===== src/rtl/cam_pkg.sv =====
// Shared definitions for the camera frame-capture block.
// State encoding and frame-size helpers.
package cam_pkg;

  typedef logic [1:0] state_t;

  localparam state_t ST_IDLE    = 2'd0;
  localparam state_t ST_WAIT_VS = 2'd1;
  localparam state_t ST_CAPTURE = 2'd2;
  localparam state_t ST_FINISH  = 2'd3;

  localparam int FRAME_PIXELS = 640 * 480;

  function automatic int frame_pixels(
    input int h,
    input int v
  );
    return h * v;
  endfunction

endpackage


===== src/rtl/capture_addr_gen.sv =====
// Pixel x/y tracking and frame-buffer address generation.
// CAPTURE_DECIM_EN keeps only even-x/even-y pixels.
module capture_addr_gen
  import cam_pkg::*;
#(
  parameter int H_ACTIVE = 640,
  parameter int V_ACTIVE = 480,
  parameter int ADDR_W   = 19
) (
  input  logic              clk,
  input  logic              rst_n,
  input  logic              en,
  input  logic              clr,
  output logic              wr,
  output logic [ADDR_W-1:0] addr,
  output logic [ADDR_W:0]   count,
  output logic              full,
  output logic [ADDR_W-1:0] x,
  output logic [ADDR_W-1:0] y
);

  localparam int CW = ADDR_W + 1;
  localparam logic [ADDR_W:0] PIX_C =
    CW'(frame_pixels(H_ACTIVE, V_ACTIVE));
  localparam logic [ADDR_W-1:0] X_LAST =
    ADDR_W'(H_ACTIVE - 1);

  logic [ADDR_W:0] acc;

  // acc saturates at the frame size; later pixels only flag overflow
  assign full = acc == PIX_C;

  always_ff @(posedge clk or negedge rst_n) begin
    if (!rst_n) begin
      x   <= '0;
      y   <= '0;
      acc <= '0;
    end else if (clr) begin
      x   <= '0;
      y   <= '0;
      acc <= '0;
    end else if (en && !full) begin
      acc <= acc + 1'b1;
      if (x == X_LAST) begin
        x <= '0;
        y <= y + 1'b1;
      end else begin
        x <= x + 1'b1;
      end
    end
  end

`ifdef CAPTURE_DECIM_EN
  logic [ADDR_W:0] wcnt;

  assign wr    = en & ~full & ~x[0] & ~y[0];
  assign addr  = wcnt[ADDR_W-1:0];
  assign count = wcnt;

  always_ff @(posedge clk or negedge rst_n) begin
    if (!rst_n) begin
      wcnt <= '0;
    end else if (clr) begin
      wcnt <= '0;
    end else if (wr) begin
      wcnt <= wcnt + 1'b1;
    end
  end
`else
  assign wr    = en & ~full;
  assign addr  = acc[ADDR_W-1:0];
  assign count = acc;
`endif

endmodule


===== src/rtl/frame_capture_ctrl.sv =====
// Single-frame camera capture controller.
// Define CAPTURE_DECIM_EN for 2x2 decimated capture.
module frame_capture_ctrl
  import cam_pkg::*;
#(
  parameter int H_ACTIVE = 640,
  parameter int V_ACTIVE = 480,
  parameter int ADDR_W   = 19
) (
  input  logic              clk,
  input  logic              rst_n,
  input  logic              start,
  input  logic              vsync,
  input  logic              href,
  input  logic              pix_valid,
  output logic              wr_en,
  output logic [ADDR_W-1:0] wr_addr,
  output logic              busy,
  output logic              done,
  output logic              frame_err
);

  localparam int CW = ADDR_W + 1;
`ifdef CAPTURE_DECIM_EN
  localparam int EXPECT = (H_ACTIVE / 2) * (V_ACTIVE / 2);
`else
  localparam int EXPECT = frame_pixels(H_ACTIVE, V_ACTIVE);
`endif
  localparam logic [ADDR_W:0] EXPECT_C = CW'(EXPECT);

  state_t state;
  state_t state_nx;

  logic              vs_q;
  logic              fall;
  logic              rise;
  logic              accept;
  logic              clr;
  logic              ovf;
  logic              wr;
  logic              full;
  logic [ADDR_W-1:0] addr;
  logic [ADDR_W:0]   count;
  logic [ADDR_W-1:0] pix_x;
  logic [ADDR_W-1:0] pix_y;
  logic              unused_xy;

  assign fall      = vs_q & ~vsync;
  assign rise      = ~vs_q & vsync;
  assign accept    = (state == ST_CAPTURE) & href & pix_valid;
  assign clr       = (state == ST_IDLE) & start;
  assign busy      = state != ST_IDLE;
  assign done      = state == ST_FINISH;
  assign unused_xy = ^{pix_x, pix_y};

  capture_addr_gen #(
    .H_ACTIVE(H_ACTIVE),
    .V_ACTIVE(V_ACTIVE),
    .ADDR_W  (ADDR_W)
  ) u_addr (
    .clk  (clk),
    .rst_n(rst_n),
    .en   (accept),
    .clr  (clr),
    .wr   (wr),
    .addr (addr),
    .count(count),
    .full (full),
    .x    (pix_x),
    .y    (pix_y)
  );

  always_comb begin
    state_nx = state;
    unique case (state)
      ST_IDLE:    if (start) state_nx = ST_WAIT_VS;
      ST_WAIT_VS: if (fall)  state_nx = ST_CAPTURE;
      ST_CAPTURE: if (rise)  state_nx = ST_FINISH;
      default:               state_nx = ST_IDLE;
    endcase
  end

  always_ff @(posedge clk or negedge rst_n) begin
    if (!rst_n) begin
      state     <= ST_IDLE;
      vs_q      <= 1'b1;
      ovf       <= 1'b0;
      frame_err <= 1'b0;
      wr_en     <= 1'b0;
      wr_addr   <= '0;
    end else begin
      state <= state_nx;
      vs_q  <= vsync;
      wr_en <= wr;
      if (wr) wr_addr <= addr;
      if (clr) ovf <= 1'b0;
      else if (accept && full) ovf <= 1'b1;
      // counters are final here: last CAPTURE pixel landed on entry
      if (state == ST_FINISH)
        frame_err <= ovf | (count != EXPECT_C);
    end
  end

endmodule


===== config.mk =====
export PLATFORM = sky130hd
export DESIGN_NAME = frame_capture_ctrl
export DESIGN_NICKNAME = d
export VERILOG_FILES = /design/src/rtl/cam_pkg.sv /design/src/rtl/capture_addr_gen.sv /design/src/rtl/frame_capture_ctrl.sv
export SDC_FILE = /design/constraint.sdc
export NUM_CORES = 1
export LEC_CHECK = 0
export ABC_AREA = 1
export BUFFER_PORTS_ARGS = -buffer_cell sky130_fd_sc_hd__buf_2
export CAP_MARGIN = 40
export CORE_ASPECT_RATIO = 1.1
export CORE_UTILIZATION = 52
export DETAILED_ROUTE_END_ITERATION = 8
export PLACE_DENSITY = 0.75
export REMOVE_ABC_BUFFERS = 1
export SYNTH_ARGS = -nofsm -noshare
export SYNTH_HDL_FRONTEND = slang
export SYNTH_SLANG_ARGS = --single-unit

===== constraint.sdc =====
create_clock -name clk -period 1.7 [get_ports clk]
set_clock_uncertainty 0.15 [all_clocks]
set_input_delay 0.085 -clock clk [delete_from_list [all_inputs] [get_ports clk]]
set_output_delay 0.085 -clock clk [all_outputs]
set_load 0.005 [all_outputs]

==> results of run 1 <==
## critical path: cells and delay by family, from the launching register on
family	cells	cell delay, ns
buffers and inverters	3	0.33
adder cells (fa/ha/maj)	1	0.15
flip-flops	1	0.44
AND/OR/NAND/NOR	7	0.66
## registers in the layout, indices dropped and copies added (netlist names)
name / cells
state: 2
ovf: 1
u_addr.count: 20
wr_addr: 19
frame_err: 1
wr_en: 1
vs_q: 1
## cell type report
type,instances,area [sq um],area share
sequential,45,1129,0.3327
tap,54,67.56,0.01992
timing repair inverter,1,8.758,0.002582
timing repair buffer,75,625.6,0.1844
clock buffer,8,80.08,0.02361
inverter,29,140.1,0.04131
multi-input combinational,226,1341,0.3954
## power groups by stage
stage	clock [uW]	combinational, uW	sequential (uW)
2_1_floorplan	0	630	1470
3_3_place_gp	0	1200	1410
3_5_place_dp	0	1230	1420
4_1_cts	648	1270	1400
5_1_grt	692	2120	1460
6_report	656	1990	1440
## routing by layer
layer | GRT usage | vias to the layer above | share of wire | wire (um)
li1 | - | 1117 | - | -
met1 | 0.2862 | 1160 | 0.39 | 2901
met2 | 0.4002 | 139 | 0.48 | 3565
met3 | 0.03750 | 54 | 0.068 | 505
met4 | 0.1040 | 0 | 0.064 | 474
met5 | 0 | - | 0 | 0
## path summary, 6_finish.rpt
kind / from / endpoint
setup reg to reg: u_addr.count[0] / u_addr.count[18]
max in group asynchronous: rst_n / u_addr.count[4]
setup / recovery: u_addr.count[0] / u_addr.count[18]
hold reg to reg: wr_addr[12] / wr_addr[12]
hold / removal: start / u_addr.count[6]
min in group asynchronous: rst_n / state[0]
## placed cells by master (no fill, tap or decap), types with 3 or more instances in the layout
master / synthesis / routed
inv_1: 26 / 21
nor2_1: 41 / 30
buf_12: 0 / 3
clkbuf_8: 0 / 5
dfrtp_1: 44 / 43
nand4_1: 7 / 7
nand3_1: 20 / 15
nor2_4: 0 / 7
nand2_2: 0 / 21
nand2_1: 101 / 78
nand2_8: 0 / 5
buf_6: 3 / 4
clkbuf_1: 1 / 3
o21ai_1: 6 / 24
nand3_4: 0 / 3
nor2_2: 2 / 6
buf_4: 0 / 32
inv_2: 2 / 4
buf_8: 0 / 3
buf_2: 2 / 28
nand3_2: 1 / 3
xor2_1: 13 / 13
ha_1: 6 / 3
clkbuf_16: 0 / 3
## timing repair
action / in CTS / in global routing
setup endpoints to repair: 30 / 39
hold buffers: 2 / 0
buffers inserted: 0 / 13
resized for setup: 6 / 103
hold endpoints to repair: 44 / 0
cloned: 0 / 8
pin swaps: 0 / 20
## metrics by stage
stage	setup WS (ns)	power [uW]
6_report	-0.09267	4082
5_1_grt	-0.2739	4270
4_1_cts	-0.03480	3319
3_5_place_dp	-0.1132	2651
3_3_place_gp	-0.02392	2610
2_1_floorplan	-0.1725	2097
## logic make-up after synthesis
logic type               synth area share
AO/OA/AOI/OAI                     0.06051
XOR/XNOR                          0.04830
adder cells (fa/ha/maj)           0.03185
buffers and inverters             0.06847
flip-flops                         0.4782
multiplexers                     0.004246
AND/OR/NAND/NOR                    0.3084
==> results by group, run 1 <==
Final layout
  • Fraction of layout cells with a size suffix above 1: 0.3620
  • Post-Route Utilization: 0.7858
  • Area delta synth->final: 43.90%
  • Post-layout nets: just under 400
  • # fillers: between 200 and 250
  • Antenna Diode Count: 0
  • Non-filler instance count after layout: ~440
  • Fin area: about 3400 sq um

Placed design
  • GPL Wtd Cong: 0.9291
  • Port bufs: 28
  • Post-DP HPWL: 3799 um
  • Dpl cells: roughly 400
  • Placed Area: approximately 2700 sq um

Hold path
  • Worst Hold Depth: 4
  • Hold WC Path Type: input pin to flip-flop

STA
  • Final Hold Viols: 0
  • Slew @ Worst Pin: just over 0.5 ns
  • Worst slew margin: 0.6557
  • Achievable frequency: ~0.56 GHz
  • Final worst slack: -0.09267 ns
  • Final setup viols: 39
  • Final max-slew violation count: 0
  • Final period util: 1.055
  • Period minus WS final: between 1.5 and 2 ns
  • Hold Slack: between 0.03 and 0.04 ns
  • Post-Route Setup TNS: -2.648 ns
  • RSZ-0062 raised after global routing: yes

Setup path
  • CP Max Fanout: 5
  • Worst Reg-to-Reg Cells: 11
  • Worst Setup Path Type: flip-flop to flip-flop
  • WP data required: ~1.8 ns
  • Slowest stage delay, CP: ~0.44 ns
  • Critical path, cell by cell: inv_2 -> ha_4 -> nand3_4 -> nor2_4 -> nand3_4 -> nand2_8 -> buf_8 -> nand2_8 -> inv_6 -> nand2_1 -> nand2_1
  • R2R setup slack: -0.09 ns
  • Worst path slowest cell: dfrtp_1
  • Startpoint types: flip-flop
  • CP arrival: around 1.9 ns
  • Endpoint type of the worst setup path: flip-flop

Detailed routing
  • First-pass iteration count of the detailed router: 6
  • Via density: 5.639
  • Remaining DRCs: 0
  • DR WL/cell: approximately 17 um
  • Initial DRC Count: roughly 270
  • Routed Antenna Nets: 0
  • Vias after detailed routing: 2470
  • Routed wire length: around 7400 um

Floorplanning
  • Die width: between 60 and 70 um
  • DIE HEIGHT: slightly above 70 um
  • Row count: 25
  • Total I/O pin count: 29
  • Die area: 4807 sq um
  • Initial cell density of the core: 0.5461
  • Core area: 4317 sq um

Power and ir drop
  • Static leakage: about 0.0017 uW
  • PD cells: around 1200 nW/um^2
  • Internal Dissipation: about 2500 uW
  • Sw Ratio: 0.3961
  • Peak supply drop: roughly 0.86 mV
  • Comb power frac: 0.487
  • Register share of total power: 0.352
  • Net Sw Power: 1617 uW
  • Clock power share: 0.161

Global routing
  • Vias in the first global route: around 2000
  • Remaining global-route overflow: 0
  • Initial antenna violation count: 0
  • Pin count of the biggest net entering global routing: 25
  • Global Route Usage Sum: 0.2328
  • Global-route wire length before repair: 8528 um

Yosys
  • Synth warnings: 0
  • Top cells by count, synth: nand2_1, dfrtp_1, nor2_1
  • Avg Cell Area, Syn: between 7 and 8 sq um
  • Number of flops mapped to enable cells by yosys: 0
  • Synth Flop Type: dfrtp_1
  • Synth area leader: dfrtp_1
  • Top cells by area, synth: dfrtp_1, nand2_1, nor2_1
  • Synthesized flop and latch total: 45
  • Post-synth ARST share: 1.000
  • Sequential area share after synthesis: 0.4782
  • Count leader, synth: nand2_1
  • Synth Cell Area: between 2000 and 2500 sq um
  • Cell variety after synth: 24
  • Synth top area share: 0.4671
  • Gate Count Post-Synth: just over 300

Clocking
  • CTS tree: done
  • Clock sinks: 45
  • TritonCTS Buffers: 5
  • Htree depth: 2
  • Bufs on Longest Clock Path: 2
  • Worst-skew pair later-pin latency: 0.31 ns
  • Worst-path clk slew: about 0.090 ns
  • Root Driver: clkbuf_8

Job
  • Max Cap Violations: 0

Run status
  • Status: finished, violations left
  • Failing checks: setup timing
Note: power is estimated with default switching activity, not from simulation.
==> run 2, diff against run 1 <==
--- a/config.mk
+++ b/config.mk
@@ -6,7 +6,7 @@
 export NUM_CORES = 1
 export LEC_CHECK = 0
 export ABC_AREA = 1
-export BUFFER_PORTS_ARGS = -buffer_cell sky130_fd_sc_hd__buf_2
+export BUFFER_PORTS_ARGS = -buffer_cell sky130_fd_sc_hd__clkbuf_2
 export CAP_MARGIN = 40
 export CORE_ASPECT_RATIO = 1.1
 export CORE_UTILIZATION = 52
==> run 2 against run 1 <==
  * The run still ends with setup timing left
  * Cell count shrank 3.4%
  * Critical path depth down 2
  * Sequential cell count unchanged
  * Setup slack better by 0.087 ns
  * Critical endpoint is now u_addr.count[2]
  * Largest power group unchanged
==> results by group, run 2 (synthesis gave the netlist of run 1 again) <==
Run status
  • Status: finished, violations left
  • Failing checks: setup timing

Setup path
  • Worst Setup Path Type: flip-flop to flip-flop
  • CP arrival: about 1.8 ns
  • Slowest stage delay, CP: approximately 0.4 ns
  • WP data required: ~1.8 ns
  • Startpoint types: flip-flop
  • Endpoint type of the worst setup path: flip-flop
  • Worst path slowest cell: dfrtp_1
  • CP Max Fanout: 8
  • Critical path, cell by cell: inv_2 -> ha_4 -> nand3_4 -> nor2_4 -> nand3_4 -> nand2_8 -> nand2_8 -> buf_6 -> o21ai_1

Detailed routing
  • Vias after detailed routing: about 2100
  • Routed wire length: between 5000 and 6000 um
  • Initial DRC Count: 91
  • Routed Antenna Nets: 0
  • Remaining DRCs: 0
  • Via density: roughly 5
  • First-pass iteration count of the detailed router: 4
  • DR WL/cell: 13.17 um

STA
  • Final max-slew violation count: 0
  • Achievable frequency: a little under 0.6 GHz
  • Final setup viols: 1
  • RSZ-0062 raised after global routing: yes
  • Slew @ Worst Pin: ~0.58 ns
  • Final Hold Viols: 0
  • Final worst slack: -0.005752 ns
  • Hold Slack: ~0.059 ns
  • Period minus WS final: 1.706 ns
  • Post-Route Setup TNS: -0.005752 ns
  • Final period util: 1.003
  • Worst slew margin: 0.6162

Global routing
  • Vias in the first global route: 2040
  • Initial antenna violation count: 0
  • Pin count of the biggest net entering global routing: between 40 and 50
  • Remaining global-route overflow: 0
  • Global-route wire length before repair: just over 9000 um
  • Global Route Usage Sum: 0.2494

Clocking
  • CTS tree: done
  • Worst-skew pair later-pin latency: 0.29 ns
  • TritonCTS Buffers: 5
  • Worst-path clk slew: about 0.080 ns
  • Htree depth: 2
  • Root Driver: clkbuf_8
  • Clock sinks: 45
  • Bufs on Longest Clock Path: 2

Job
  • Max Cap Violations: 0

Floorplanning
  • DIE HEIGHT: around 73 um
  • Die area: between 4000 and 5000 sq um
  • Total I/O pin count: 29
  • Initial cell density of the core: 0.5461
  • Die width: 66.20 um
  • Row count: 25
  • Core area: 4317 sq um

Placed design
  • Post-DP HPWL: roughly 3800 um
  • DP Worst Slack: -0.07377 ns
  • GPL Wtd Cong: between 0.9 and 1
  • Port bufs: 28

Power and ir drop
  • Static leakage: about 0.0015 uW
  • PD cells: between 1000 and 1500 nW/um^2
  • Final Power: roughly 3700 uW
  • Peak supply drop: 0.7494 mV

Final layout
  • Area delta synth->final: 29.14%
  • Antenna Diode Count: 0
  • Most frequent cells in the layout: nand2_1, dfrtp_1, nor2_1
  • Fraction of layout cells with a size suffix above 1: 0.2764
  • Largest register FFs: 20
  • Leading cell type in the layout, fill and taps excluded: nand2_1
  • Post-layout nets: 380

Hold path
  • Hold WC Path Type: input pin to flip-flop
==> run 2: metal layers <==
layer	part of all wire	GRT usage	vias up	wire (um)
li1	-	-	1089	-
met1	0.45	0.3200	1001	2526
met2	0.49	0.4138	46	2706
met3	0.038	0.05469	11	213
met4	0.023	0.08983	0	126
met5	0	0	-	0
==> run 2: critical path: cells and delay by family (launching register included) <==
family | cells | cell delay (ns)
compound gates | 1 | 0.12
flops | 1 | 0.40
buf+inv | 2 | 0.22
fa+ha+maj | 1 | 0.13
simple gates | 5 | 0.59
==> run 2: final timing paths <==
path / start / endpoint / slack (ns) / cells past startpoint
max in group asynchronous: rst_n / wr_addr[12] / 0.74 / 3
worst max-delay path: u_addr.count[0] / u_addr.count[2] / -0.006 / 9
worst max register to register: u_addr.count[0] / u_addr.count[2] / -0.006 / 9
worst min-delay path: pix_valid / ovf / 0.06 / 5
min in group asynchronous: rst_n / wr_en / 0.26 / 3
worst min register to register: wr_addr[11] / wr_addr[11] / 0.34 / 2
==> run 2: where the power goes <==
part	total (uW)	internal (uW)	switching (uW)	leakage, uW
logic	1670	729	943	0.000866
registers	1410	1280	124	0.000606
clock network	624	292	332	0.0000395
total	3700	2300	1400	0.00151
==> run 2: layout make-up <==
class,count,area [sq um]
repair buffers,63,439.2
flip-flops and latches,45,1127
multi-input cells,224,1202
well taps,54,67.56
fillers,342,1272
inverters,29,127.6
clock buffers,8,80.08
==> run 2: repair_timing <==
action	in CTS	in global routing
cloned	0	1
setup endpoints to repair	21	41
hold buffers	2	0
pin swaps	3	10
endpoints found under the hold margin	45	0
buffers inserted	2	1
resized for setup	7	46
==> run 2: per-stage QoR <==
step	utilization	cell area (sq um)	cells
2_1_floorplan	-	2305	297
3_3_place_gp	0.6342	2738	409
3_5_place_dp	0.6342	2738	409
4_1_cts	0.6664	2877	421
5_1_grt	0.7052	3044	423
6_report	0.7052	3044	423
